--- src/rtl/axis_uart_rx_packer_if.sv ---
// AXI-Stream bundle carrying packed UART words out of axis_uart_rx_packer.
// Port names keep the M_AXIS_* spelling used by the surrounding design.
interface axis_uart_rx_packer_if #(
    parameter int N_BYTES = 4
);
    logic [N_BYTES*8-1:0] M_AXIS_TDATA;
    logic [N_BYTES-1:0]   M_AXIS_TKEEP;
    logic                 M_AXIS_TLAST;
    logic                 M_AXIS_TVALID;
    logic                 M_AXIS_TREADY;

    // A beat moves on every cycle with TVALID & TREADY; while TVALID is high and TREADY low,
    // TVALID stays high and TDATA/TKEEP/TLAST hold their values.
    modport master (
        output M_AXIS_TDATA, M_AXIS_TKEEP, M_AXIS_TLAST, M_AXIS_TVALID,
        input  M_AXIS_TREADY
    );
    modport slave (
        input  M_AXIS_TDATA, M_AXIS_TKEEP, M_AXIS_TLAST, M_AXIS_TVALID,
        output M_AXIS_TREADY
    );
endinterface

--- src/rtl/axis_uart_rx_packer.sv ---
// UART receiver packing bytes into AXIS words with idle flush, error pulses and an FWFT queue.
// Define UART_RX_PARITY_EN to receive 8-data + parity frames; otherwise frames are 8N1.
module axis_uart_rx_packer #(
    parameter int FREQ_HZ           = 100000000,
    parameter int UART_SPEED        = 115200,
    parameter int N_BYTES           = 4,
    parameter int QUEUE_DEPTH       = 16,
    parameter int IDLE_TIMEOUT_BITS = 16,
    parameter int PARITY_ODD        = 0
) (
    input  logic                         clk,
    input  logic                         reset,
    input  logic                         UART_RX,
    axis_uart_rx_packer_if.master        m_axis,
    output logic                         FRAME_ERR,
    output logic                         PARITY_ERR,
    output logic                         OVERFLOW,
    output logic [2:0]                   dbg_state
);
    localparam int BIT_PERIOD = FREQ_HZ / UART_SPEED;
    localparam int HALF       = BIT_PERIOD / 2;
    localparam int CNT_W      = $clog2(BIT_PERIOD + 1);
    localparam int IDLE_LIMIT = IDLE_TIMEOUT_BITS * BIT_PERIOD;
    localparam int IDLE_W     = $clog2(IDLE_LIMIT + 1);
    localparam int BCW        = $clog2(N_BYTES + 1);
    localparam int DW         = N_BYTES * 8;
    localparam int EW         = DW + N_BYTES + 1;
    localparam int AW         = $clog2(QUEUE_DEPTH);

    typedef enum logic [2:0] {
        S_IDLE   = 3'd0,
        S_START  = 3'd1,
        S_DATA   = 3'd2,
        S_PARITY = 3'd3,
        S_STOP   = 3'd4,
        S_BREAK  = 3'd5
    } state_t;

    state_t           state_q, state_d;
    logic             rx_meta_q, rx_s_q;
    logic [CNT_W-1:0] cnt_q, cnt_d;
    logic [2:0]       bit_idx_q, bit_idx_d;
    logic [7:0]       shift_q, shift_d;
    logic             par_bad_q, par_bad_d;
    logic [BCW-1:0]   byte_cnt_q, byte_cnt_d;
    logic [DW-1:0]    word_q, word_d, lane_word;
    logic [IDLE_W-1:0] idle_q, idle_d;
    logic             frame_err_q, frame_err_d;
    logic             parity_err_q, parity_err_d;
    logic             overflow_q, overflow_d;
    logic [AW:0]      wr_ptr_q, wr_ptr_d, rd_ptr_q, rd_ptr_d;
    logic [EW-1:0]    mem_q [QUEUE_DEPTH];
    logic [EW-1:0]    push_entry, q_head;
    logic [N_BYTES-1:0] keep;
    logic             tc, push, push_ok, pop, q_empty, q_full;

    assign tc      = (cnt_q == '0);
    assign q_empty = (wr_ptr_q == rd_ptr_q);
    assign q_full  = (wr_ptr_q == {~rd_ptr_q[AW], rd_ptr_q[AW-1:0]});
    assign pop     = !q_empty && m_axis.M_AXIS_TREADY;

    // State register: every flop of the block, including the 2-FF synchroniser.
    always_ff @(posedge clk) begin
        if (reset) begin
            rx_meta_q    <= 1'b1;
            rx_s_q       <= 1'b1;
            state_q      <= S_IDLE;
            cnt_q        <= '0;
            bit_idx_q    <= '0;
            shift_q      <= '0;
            par_bad_q    <= 1'b0;
            byte_cnt_q   <= '0;
            word_q       <= '0;
            idle_q       <= '0;
            frame_err_q  <= 1'b0;
            parity_err_q <= 1'b0;
            overflow_q   <= 1'b0;
            wr_ptr_q     <= '0;
            rd_ptr_q     <= '0;
        end else begin
            rx_meta_q    <= UART_RX;
            rx_s_q       <= rx_meta_q;
            state_q      <= state_d;
            cnt_q        <= cnt_d;
            bit_idx_q    <= bit_idx_d;
            shift_q      <= shift_d;
            par_bad_q    <= par_bad_d;
            byte_cnt_q   <= byte_cnt_d;
            word_q       <= word_d;
            idle_q       <= idle_d;
            frame_err_q  <= frame_err_d;
            parity_err_q <= parity_err_d;
            overflow_q   <= overflow_d;
            wr_ptr_q     <= wr_ptr_d;
            rd_ptr_q     <= rd_ptr_d;
        end
    end

    always_ff @(posedge clk) begin
        if (push_ok) mem_q[wr_ptr_q[AW-1:0]] <= push_entry;
    end

    // Next state. IDLE is only re-entered with rx_s high, so a low level there is a falling edge.
    always_comb begin
        state_d   = state_q;
        cnt_d     = cnt_q;
        bit_idx_d = bit_idx_q;
        case (state_q)
            S_IDLE: if (!rx_s_q) begin
                state_d = S_START;
                cnt_d   = CNT_W'(HALF);
            end
            S_START: if (!tc) cnt_d = cnt_q - 1'b1;
                     else if (!rx_s_q) begin
                         state_d   = S_DATA;
                         cnt_d     = CNT_W'(BIT_PERIOD - 1);
                         bit_idx_d = '0;
                     end else state_d = S_IDLE;
            S_DATA: if (!tc) cnt_d = cnt_q - 1'b1;
                    else begin
                        cnt_d     = CNT_W'(BIT_PERIOD - 1);
                        bit_idx_d = bit_idx_q + 1'b1;
`ifdef UART_RX_PARITY_EN
                        if (bit_idx_q == 3'd7) state_d = S_PARITY;
`else
                        if (bit_idx_q == 3'd7) state_d = S_STOP;
`endif
                    end
`ifdef UART_RX_PARITY_EN
            S_PARITY: if (!tc) cnt_d = cnt_q - 1'b1;
                      else begin
                          state_d = S_STOP;
                          cnt_d   = CNT_W'(BIT_PERIOD - 1);
                      end
`endif
            S_STOP: if (!tc) cnt_d = cnt_q - 1'b1;
                    else state_d = rx_s_q ? S_IDLE : S_BREAK;
            S_BREAK: if (rx_s_q) state_d = S_IDLE;
            default: state_d = S_IDLE;
        endcase
    end

    // Outputs and datapath: sampling, packing, idle flush, queue pointers and error pulses.
    always_comb begin
        shift_d      = shift_q;
        par_bad_d    = par_bad_q;
        byte_cnt_d   = byte_cnt_q;
        word_d       = word_q;
        idle_d       = '0;
        frame_err_d  = 1'b0;
        parity_err_d = 1'b0;
        overflow_d   = 1'b0;
        push         = 1'b0;
        push_ok      = 1'b0;
        push_entry   = '0;
        lane_word    = word_q;
        keep         = '0;
        wr_ptr_d     = wr_ptr_q;
        rd_ptr_d     = rd_ptr_q;
        for (int i = 0; i < N_BYTES; i++) begin
            keep[i] = (BCW'(i) < byte_cnt_q);
            if (BCW'(i) == byte_cnt_q) lane_word[i*8 +: 8] = shift_q;
        end

        if (state_q == S_DATA && tc) shift_d = {rx_s_q, shift_q[7:1]};
`ifdef UART_RX_PARITY_EN
        if (state_q == S_PARITY && tc) par_bad_d = (^shift_q) ^ rx_s_q ^ PARITY_ODD[0];
`else
        par_bad_d = par_bad_q & PARITY_ODD[0];  // holds its reset value of 0 in 8N1 builds
`endif

        // A bad stop bit masks a parity error on the same frame.
        if (state_q == S_STOP && tc) begin
            if (!rx_s_q) frame_err_d = 1'b1;
            else if (par_bad_q) parity_err_d = 1'b1;
            else if (byte_cnt_q == BCW'(N_BYTES - 1)) begin
                push       = 1'b1;
                push_entry = {1'b0, {N_BYTES{1'b1}}, lane_word};
                byte_cnt_d = '0;
                word_d     = '0;
            end else begin
                byte_cnt_d = byte_cnt_q + 1'b1;
                word_d     = lane_word;
            end
        end

        if (state_q == S_IDLE && byte_cnt_q != '0 && rx_s_q) begin
            if (idle_q == IDLE_W'(IDLE_LIMIT - 1)) begin
                push       = 1'b1;
                push_entry = {1'b1, keep, word_q};
                byte_cnt_d = '0;
                word_d     = '0;
            end else idle_d = idle_q + 1'b1;
        end

        if (pop) rd_ptr_d = rd_ptr_q + 1'b1;
        if (push) begin
            if (q_full && !pop) overflow_d = 1'b1;
            else begin
                push_ok  = 1'b1;
                wr_ptr_d = wr_ptr_q + 1'b1;
            end
        end
    end

    assign q_head               = mem_q[rd_ptr_q[AW-1:0]];
    assign m_axis.M_AXIS_TVALID = !q_empty;
    assign m_axis.M_AXIS_TDATA  = q_empty ? '0 : q_head[DW-1:0];
    assign m_axis.M_AXIS_TKEEP  = q_empty ? '0 : q_head[DW +: N_BYTES];
    assign m_axis.M_AXIS_TLAST  = q_empty ? 1'b0 : q_head[EW-1];
    assign FRAME_ERR            = frame_err_q;
    assign PARITY_ERR           = parity_err_q;
    assign OVERFLOW             = overflow_q;
    assign dbg_state            = state_q;
endmodule

--- src/flat_wrapper.sv ---
// flat-port wrapper written by rule: the top's interface ports become plain ports
module axis_uart_rx_packer_flat 
#(
    parameter int FREQ_HZ           = 100000000,
    parameter int UART_SPEED        = 115200,
    parameter int N_BYTES           = 4,
    parameter int QUEUE_DEPTH       = 16,
    parameter int IDLE_TIMEOUT_BITS = 16,
    parameter int PARITY_ODD        = 0
)
  (clk, reset, UART_RX, FRAME_ERR, PARITY_ERR, OVERFLOW, dbg_state, m_axis_M_AXIS_TDATA, m_axis_M_AXIS_TKEEP, m_axis_M_AXIS_TLAST, m_axis_M_AXIS_TVALID, m_axis_M_AXIS_TREADY);
  axis_uart_rx_packer_if #(.N_BYTES(N_BYTES)) m_axis_i ();
  input  logic clk;
  input  logic reset;
  input  logic UART_RX;
  output logic FRAME_ERR;
  output logic PARITY_ERR;
  output logic OVERFLOW;
  output logic [2:0] dbg_state;
  output wire logic [$bits(m_axis_i.M_AXIS_TDATA)-1:0] m_axis_M_AXIS_TDATA;
  output wire logic [$bits(m_axis_i.M_AXIS_TKEEP)-1:0] m_axis_M_AXIS_TKEEP;
  output wire logic [$bits(m_axis_i.M_AXIS_TLAST)-1:0] m_axis_M_AXIS_TLAST;
  output wire logic [$bits(m_axis_i.M_AXIS_TVALID)-1:0] m_axis_M_AXIS_TVALID;
  input wire logic [$bits(m_axis_i.M_AXIS_TREADY)-1:0] m_axis_M_AXIS_TREADY;
  assign m_axis_M_AXIS_TDATA = m_axis_i.M_AXIS_TDATA;
  assign m_axis_M_AXIS_TKEEP = m_axis_i.M_AXIS_TKEEP;
  assign m_axis_M_AXIS_TLAST = m_axis_i.M_AXIS_TLAST;
  assign m_axis_M_AXIS_TVALID = m_axis_i.M_AXIS_TVALID;
  assign m_axis_i.M_AXIS_TREADY = m_axis_M_AXIS_TREADY;
  axis_uart_rx_packer #(.FREQ_HZ(FREQ_HZ), .UART_SPEED(UART_SPEED), .N_BYTES(N_BYTES), .QUEUE_DEPTH(QUEUE_DEPTH), .IDLE_TIMEOUT_BITS(IDLE_TIMEOUT_BITS), .PARITY_ODD(PARITY_ODD)) u_core (.clk(clk), .reset(reset), .UART_RX(UART_RX), .m_axis(m_axis_i), .FRAME_ERR(FRAME_ERR), .PARITY_ERR(PARITY_ERR), .OVERFLOW(OVERFLOW), .dbg_state(dbg_state));
endmodule
--- config.mk ---
export PLATFORM = sky130hd
export DESIGN_NAME = axis_uart_rx_packer_flat
export DESIGN_NICKNAME = d
export VERILOG_FILES = /design/src/rtl/axis_uart_rx_packer_if.sv /design/src/rtl/axis_uart_rx_packer.sv /design/src/flat_wrapper.sv
export SDC_FILE = /design/constraint.sdc
export NUM_CORES = 1
export LEC_CHECK = 0
export CORE_ASPECT_RATIO = 0.5
export CORE_UTILIZATION = 46
export CTS_CLUSTER_SIZE = 12
export DETAILED_ROUTE_END_ITERATION = 10
export PLACE_DENSITY_LB_ADDON = 0.25
export SLEW_MARGIN = 20
export SYNTH_ARGS = -nofsm -noshare
export SYNTH_HDL_FRONTEND = slang
export SYNTH_SLANG_ARGS = --single-unit
--- constraint.sdc ---
create_clock -name clk -period 6.3 [get_ports clk]
set_clock_uncertainty 0.1 [all_clocks]
set_input_delay 1.575 -clock clk [delete_from_list [all_inputs] [get_ports clk]]
set_output_delay 1.575 -clock clk [all_outputs]
set_load 0.02 [all_outputs]
==> out/summary.txt <==
Final ANT Viol Nets - 0
Fin util - 0.529
Area grow syn2layout - 13.3%
GR Overflow Total - 0
Post-synthesis sequential area ratio - 0.730
Hold Slack - 0.346 ns
Worst VDD drop - 0.000154 V
Peak per-stage delay on the critical path - 0.81 ns
Synth area leaders - edfxtp_1 66%, mux4_2 16%, dfxtp_1 6.8%, nor2_1 0.98%, nor2b_1 0.91%
Vias in the first global route - 13.7k
Reg clk slew, reported paths - 0.06 ns
Core Area - 57600 sq um
Synth Instances - 1396
Startpoint Class - flip-flop
Top-area cell type share of the netlist area - 0.662
Synth Area in Simple Gates - 0.0542
Via count - 13.6k
Max stage delay cell, worst path - dfxtp_4
XOR/XNOR share of the synthesized area - 0.00783
Register area - 19600 sq um
Synth unique cells - 64
RSZ-0062 raised after global routing - false
Worst Max-Slew Pin Slew - 0.976 ns
Compound-gate portion of the synthesized area - 0.0325
Share of cells above drive strength 1 - 0.224
CTS Hold Bufs - 0
Buffer count from post-CTS setup fixing - 0
Input/output buffers - 46
Clock Root Buffer - clkbuf_16
Post_cts resized - 0
Slew headroom - 0.347
CTS tree - yes
Syn Area/Cell - 19.2 sq um
Layout Cells excl Fill - 2273
Post-route DRC - 0
Gpl congestion - 0.764
Post-synthesis async set-or-reset flop share - 0
Most frequent cell after synthesis - edfxtp_1
Setup_tns - 0 ns
DP Wirelength - 32.6 mm
Yosys reg bits - 683
Syn Std Cell Area - 26900 sq um
CTS HTree Levels - 3
Min Tclk post-route - 5.28 ns
Die height - 173 microns
Synth warn - 0
Die width - 344 microns
EDFF count, synth - 592
Count of final hold-check violations - 0
Overall Power - 8.60 mW
Final Setup Violations - 0
Starting density of the core - 0.467
Required time worst endpoint - 4.62 ns
Syn_nets - 1412
Clock Latency Late Sink - 0.59 ns
# rows - 62
Wire per inst - 26.2 microns
Global-route wire length before repair - 88.6 mm
Setup CP Type - reg -> out
Initial DRC Count - 1599
Crit-path cells - buf_4 -> mux4_2 -> mux4_2 -> nor2b_1 -> clkdlybuf4s50_1
GR Util All Layers - 0.204
Final slew viol count - 0
CP endpoint kind - output pin
Final layout net count - 1482
Final worst-path cycle share - 0.839
Final WL - 59.5 mm
Clock sink total - 683
Post-synth top cells - 592 x edfxtp_1, 185 x mux4_2, 91 x dfxtp_1
IO Count - 48
Fmax - 189 MHz
FILL cells - 4485
Synth Flop Type - edfxtp_1
Total CTS buffers - 67
Max clock buf depth - 3
Placed instance count - 2164
Cell area power density - 283 nW/um^2
Pleak - 9.61 nW
Drt via density - 5.98
Most used cell, CP - mux4_2
Pin count of the biggest net entering global routing - 48
Crit Path Max Fanout - 31
Max_cap viols - 0
Worst endpoint data arrival time - 3.61 ns
N_diodes - 0
Drt first pass iters - 8
Leading area contributor after synthesis - edfxtp_1
Run status - finished, final reports clean
Post-Synth Adder-Cell Area - 0.00559
Multiplexer area fraction after synthesis - 0.156
DIE AREA - 59400 sq um
Hold Path Class - reg -> reg
Area of the multi-input gates - 7000 sq um
Largest family of logic cells by synthesized area - multiplexers
Initial antenna violation count - 1
## cell families (layout without fill, tap and decap cells)
kind of cell | Yosys count | count (layout)
DFF | 683 | 683
and+or+nand+nor | 271 | 271
muxes | 187 | 187
AOI/OAI and AO/OA | 127 | 127
buffers and inverters | 91 | 200
xor gates and xnor gates | 24 | 24
adders and majority gates | 12 | 12
other | 1 | 1
## layer usage
layer | vias up | global-route usage | part of all wire
met3 | 84 | 0.0359 | 0.068
met5 | - | 0 | 0
met4 | 0 | 0.0504 | 0.018
met1 | 7221 | 0.300 | 0.44
li1 | 5814 | - | -
met2 | 477 | 0.319 | 0.47
## cell type report
| cell class | instances | share of cell area |
|---|---|---|
| flip-flops and latches | 683 | 0.645 |
| well taps | 768 | 0.0316 |
| multi-input cells | 622 | 0.230 |
| repair buffers | 79 | 0.0280 |
| clock buffers | 104 | 0.0618 |
| clock inverters | 4 | 0.00214 |
| inverters | 13 | 0.00160 |
## path summary, 6_finish.rpt
path	cells after the start	slack, ns	start	to
setup / recovery	5	1.02	flip-flop	m_axis_M_AXIS_TDATA[20]
setup reg to reg	8	1.76	u_core.cnt_q[0]	u_core.mem_q[12][22]
hold / removal	1	0.35	u_core.rx_meta_q	u_core.rx_s_q
hold reg to reg	1	0.35	u_core.rx_meta_q	u_core.rx_s_q
## metrics by stage
| stage | area [sq um] | worst slack (ns) |
|---|---|---|
| 2_1_floorplan | 26900 | 1.07 |
| 3_3_place_gp | 28400 | 1.60 |
| 3_5_place_dp | 28400 | 1.57 |
| 4_1_cts | 30400 | 0.946 |
| 5_1_grt | 30400 | 0.829 |
| 6_report | 30400 | 1.02 |
## critical path, delay by kind of cell, from the launching register on
| kind | cells | cell delay (ns) |
|---|---|---|
| multiplexers | 2 | 1.04 |
| buffers and inverters | 2 | 0.99 |
| flip-flops | 1 | 0.81 |
| AND/OR/NAND/NOR | 1 | 0.15 |
## registers in the layout, indices dropped and copies added, names as in the netlist, 5 cells and up, named ones only
signal,cells
u_core.wr_ptr_q,5
u_core.cnt_q,10
u_core.idle_q,14
u_core.mem_q,592
u_core.shift_q,8
u_core.word_q,32
u_core.rd_ptr_q,5
## where the power goes
group | switching [mW] | internal, mW
clock | 1.60 | 2.05
sequential | 0.0117 | 4.85
combinational | 0.0661 | 0.0307
## cell usage in the layout, fill, tap and decap left out, types with 6 or more instances in the layout
master,count
nand2_1,41
inv_1,13
nor2_1,57
mux4_2,185
nor3_2,8
o21ai_0,10
buf_12,10
clkbuf_1,32
nand2b_1,6
clkdlybuf4s50_1,46
xor2_1,12
clkbuf_16,69
a22oi_1,17
nand3_1,37
xnor2_1,12
dfxtp_1,87
nor2b_1,39
nor3b_1,6
nor2_4,13
ha_1,12
a21oi_1,43
edfxtp_1,592
a22o_1,24
and2_1,17
buf_4,22
nor3_1,8
Note: power is estimated with default switching activity, not from simulation.
